`src/rtl/apb_master_bridge.sv`:
```
// Core request/grant/rvalid to APB3 master bridge, one transfer in flight.
// Optional ACCESS-phase timeout when APB_BRIDGE_TIMEOUT_EN is defined (limit TIMEOUT_CYCLES).
module apb_master_bridge #(
  parameter int APB_ADDR_WIDTH = 32,
  parameter int APB_DATA_WIDTH = 32,
  parameter int TIMEOUT_CYCLES = 256
) (
  input  logic                      clk_i,
  input  logic                      rst_i,
  input  logic                      req_i,
  input  logic                      we_i,
  input  logic [APB_ADDR_WIDTH-1:0] addr_i,
  input  logic [APB_DATA_WIDTH-1:0] wdata_i,
  output logic                      gnt_o,
  output logic                      rvalid_o,
  output logic [APB_DATA_WIDTH-1:0] rdata_o,
  output logic                      err_o,
  output logic [APB_ADDR_WIDTH-1:0] paddr_o,
  output logic [APB_DATA_WIDTH-1:0] pwdata_o,
  output logic                      pwrite_o,
  output logic                      psel_o,
  output logic                      penable_o,
  input  logic [APB_DATA_WIDTH-1:0] prdata_i,
  input  logic                      pready_i,
  input  logic                      pslverr_i
);

  typedef enum logic [1:0] {IDLE = 2'd0, SETUP = 2'd1, ACCESS = 2'd2} state_t;
  state_t state;

`ifdef APB_BRIDGE_TIMEOUT_EN
  localparam int CNT_W = $clog2(TIMEOUT_CYCLES) + 1;
  localparam logic [CNT_W-1:0] CNT_LAST = CNT_W'(TIMEOUT_CYCLES - 1);
  logic [CNT_W-1:0] cnt;
`endif

  // Grant is the only combinational output; everything APB-facing is registered.
  assign gnt_o = req_i && (state == IDLE);

  always_ff @(posedge clk_i) begin
    if (rst_i) begin
      state     <= IDLE;
      psel_o    <= 1'b0;
      penable_o <= 1'b0;
      pwrite_o  <= 1'b0;
      paddr_o   <= '0;
      pwdata_o  <= '0;
      rvalid_o  <= 1'b0;
      rdata_o   <= '0;
      err_o     <= 1'b0;
`ifdef APB_BRIDGE_TIMEOUT_EN
      cnt       <= '0;
`endif
    end else begin
      rvalid_o <= 1'b0;
      case (state)
        IDLE: begin
          if (req_i) begin
            paddr_o   <= addr_i;
            pwrite_o  <= we_i;
            pwdata_o  <= wdata_i;
            psel_o    <= 1'b1;
            penable_o <= 1'b0;
            state     <= SETUP;
          end
        end
        SETUP: begin
          penable_o <= 1'b1;
          state     <= ACCESS;
`ifdef APB_BRIDGE_TIMEOUT_EN
          cnt       <= '0;
`endif
        end
        ACCESS: begin
          if (pready_i) begin
            rvalid_o  <= 1'b1;
            rdata_o   <= pwrite_o ? '0 : prdata_i;
            err_o     <= pslverr_i;
            psel_o    <= 1'b0;
            penable_o <= 1'b0;
            state     <= IDLE;
          end
`ifdef APB_BRIDGE_TIMEOUT_EN
          // Last allowed wait cycle without ready: abort with an error response.
          else if (cnt == CNT_LAST) begin
            rvalid_o  <= 1'b1;
            rdata_o   <= '0;
            err_o     <= 1'b1;
            psel_o    <= 1'b0;
            penable_o <= 1'b0;
            state     <= IDLE;
          end else begin
            cnt <= cnt + CNT_W'(1);
          end
`endif
        end
        default: begin
          psel_o    <= 1'b0;
          penable_o <= 1'b0;
          state     <= IDLE;
        end
      endcase
    end
  end

endmodule

```
`config.mk`:
```
export PLATFORM = sky130hd
export DESIGN_NAME = apb_master_bridge
export DESIGN_NICKNAME = d
export VERILOG_FILES = /design/src/rtl/apb_master_bridge.sv
export SDC_FILE = /design/constraint.sdc
export NUM_CORES = 1
export LEC_CHECK = 0
export ABC_AREA = 1
export CORE_MARGIN = 2
export CORE_UTILIZATION = 41
export CTS_CLUSTER_DIAMETER = 60
export DETAILED_ROUTE_END_ITERATION = 16
export HOLD_SLACK_MARGIN = 0.1
export PLACE_DENSITY = 0.86
export SLEW_MARGIN = 20
export SYNTH_ARGS = -nofsm -noshare
export SYNTH_HDL_FRONTEND = slang
export SYNTH_SLANG_ARGS = --single-unit
```
`constraint.sdc`:
```
create_clock -name clk_i -period 1.3 [get_ports clk_i]
set_input_delay 0.195 -clock clk_i [delete_from_list [all_inputs] [get_ports clk_i]]
set_output_delay 0.195 -clock clk_i [all_outputs]
set_load 0.01 [all_outputs]
```
==> metrics.txt <==
status complete, no violations; CTS clk-pin slew, worst paths 0.08 ns; sequential area share after synthesis 46.50%; Synth area leader dfxtp_1; Worst Clk Skew approximately 0.016 ns; Final Setup Violations 0; post-synth cell types 15; Synth area leaders dfxtp_1 46%, nand2_1 11%, nand3_1 11%; crit path launch state[0]$_SDFFE_PP0P_; initial DRC count 250; TritonCTS clock tree yes; Syn Inst Count 656; Max Fanout on Critical Path 2; Core Area between 10000 and 15000 um2; number of global-route vias before repair 4042; Final Hold Viols 0; Detailed Place HPWL slightly above 8000 um; clk_lat worst skew 0.35 ns; first-pass GRT wire length roughly 19000 um; final routed DRC violation total 0; CTS sink cnt 102; Seq cells post-synth just over 100; Achievable Freq 787.0 MHz; Crit Path Class reg -> out; PD cells 1068 nW/um2; TritonCTS Buffers 9; hold depth 5; Via Count around 4.6k; EDFF count, synth 0; # H-tree levels 3; worst path required time 1.11 ns; die area between 10000 and 15000 um2; Critical R2R Launch state[0]$_SDFFE_PP0P_; ys flop type dfxtp_1; # IOs approximately 200; hold crit path type in -> reg; commonest non-fill, non-tap cell in the layout nand2_1; vias per cell 4.680; RePlAce Congestion roughly 0.74; max-cap violations 0; Yosys top cell area share between 40% and 50%; total global-route track usage 20.00%; NumNets Final 942; final wirelength ~12000 um; Root Buffer clkbuf_8; Multi-input gate area around 1700 um2; Peak VDD IR around 560 uV; die width 107.5 um; final max-slew violation count 0; GRT overflow 0; FFs w/ async S/R, synth 0%; reg2reg path depth 5; layout cells sized above 1 5.325%; Avg WL per Cell 12.39 um; Rows 37; Antenna Cells 0; syn avg cell area between 6 and 7 um2; Tightest Pin Transition 0.3503 ns; syn nets 758; unrepaired setup endpoints after global routing true; Die H 107.5 um; IO Port Bufs a little over 200; min Tclk post-route around 1.3 ns; Worst EP arrival about 1.1 ns; final antenna-violating net count 0; Pre-antenna DRT Iters 4; final cell count without fillers 981; CP Launch Type flop; antenna violations before repair 0; Post-CTS Repair Setup Buffers 0; Layout Utilization 64.71%; dpl cells 963; CTS Buffer Depth 2; pin count of the biggest net entering global routing 69; final setup TNS 0 ns; Leak Pwr between 3 and 4 nW; Slew headroom 76.65%; Yosys warning count 0; Worst Setup End Kind output port; Final period util 97.74%; Initial Util approximately 42%; Hold Crit Start req_i; commonest non-fill, non-tap cells in the layout 133 x nand2_1, 101 x inv_1; mapped cell area between 4000 and 5000 um2; area occupied by registers 2044 um2; Synth-to-Final Area Change 52.79%; Fillers just under 1k
-- worst max-delay path, cell delays in order (launching register included) --
cell	delay (ns)
dfxtp_2	0.34
nor2_4	0.11
inv_2	0.04
nor2_2	0.10
buf_2	0.14
-- registers in the layout, summed over array words and instances, names as in the netlist --
name,count
paddr_o,32
pwdata_o,32
rdata_o,32
err_o,1
penable_o,1
psel_o,1
pwrite_o,1
rvalid_o,1
state,1
-- metal layers --
metal  routed length [um]  up-vias  part of all wire (%)  GRT usage, %
met5                    0        -                     0             0
li1                     -     2362                     -             -
met2                 5571      169                    46         33.11
met4                  378        0                   3.1         7.418
met1                 5204     2031                    43         24.58
met3                 1003       29                   8.2         5.811
-- path summary, 6_finish.rpt --
path,endpoint,slack (ns)
worst min register to register,rdata_o[16]$_SDFFE_PP0P_,0.47
worst max register to register,pwdata_o[7]$_SDFFE_PP0P_,0.08
worst min-delay path,state[0]$_SDFFE_PP0P_,0.24
worst max-delay path,gnt_o,0.03
-- where the power goes --
part	switching, W	internal, W
combinational	0.000835	0.000826
sequential	0.000105	0.00335
clock	0.00104	0.00100
-- cell type report --
| type | instances | area share [%] |
|---|---|---|
| sequential | 102 | 30.47 |
| clock buffer | 12 | 2.312 |
| multi-input combinational | 402 | 25.94 |
| clock inverter | 4 | 0.8204 |
| timing repair buffer | 222 | 32.15 |
| inverter | 103 | 5.780 |
| tap | 136 | 2.536 |
-- what timing repair did --
action	4_1_cts	5_1_grt
pin swaps	0	2
gates resized for setup	110	4
hold buffers	0	0
hold endpoints to repair	0	0
endpoints found under the setup margin	159	58
gates cloned	1	1
-- stage by stage --
step / cell area, um2 / setup slack [ns] / hold slack, ns / total power, W
finish: 6710 / 0.02938 / 0.2364 / 0.007165
detailed placement: 6570 / -0.03672 / 0.4604 / 0.005286
global route: 6710 / -0.03198 / 0.2511 / 0.007548
floorplan: 4392 / 0.1781 / 0.3299 / 0.004360
global placement: 6570 / -0.04794 / 0.4555 / 0.005259
CTS: 6686 / -0.01874 / 0.2357 / 0.007233
-- synth_stat cells, types with 2 or more instances --
cell type,count
nand3_1,98
nor2_4,2
inv_1,102
buf_1,11
clkbuf_1,13
a21oi_1,65
dfxtp_1,102
nand2_1,133
buf_2,21
buf_4,4
nor2_1,101
-- cell families after synthesis --
logic type             count (synthesis)  synth area share [%]
and+or+nand+nor                      336                 32.05
buffers and inverters                152                 13.93
DFF                                  102                 46.50
AOI/OAI and AO/OA                     66                 7.521
(Power assumes the default switching activity.)
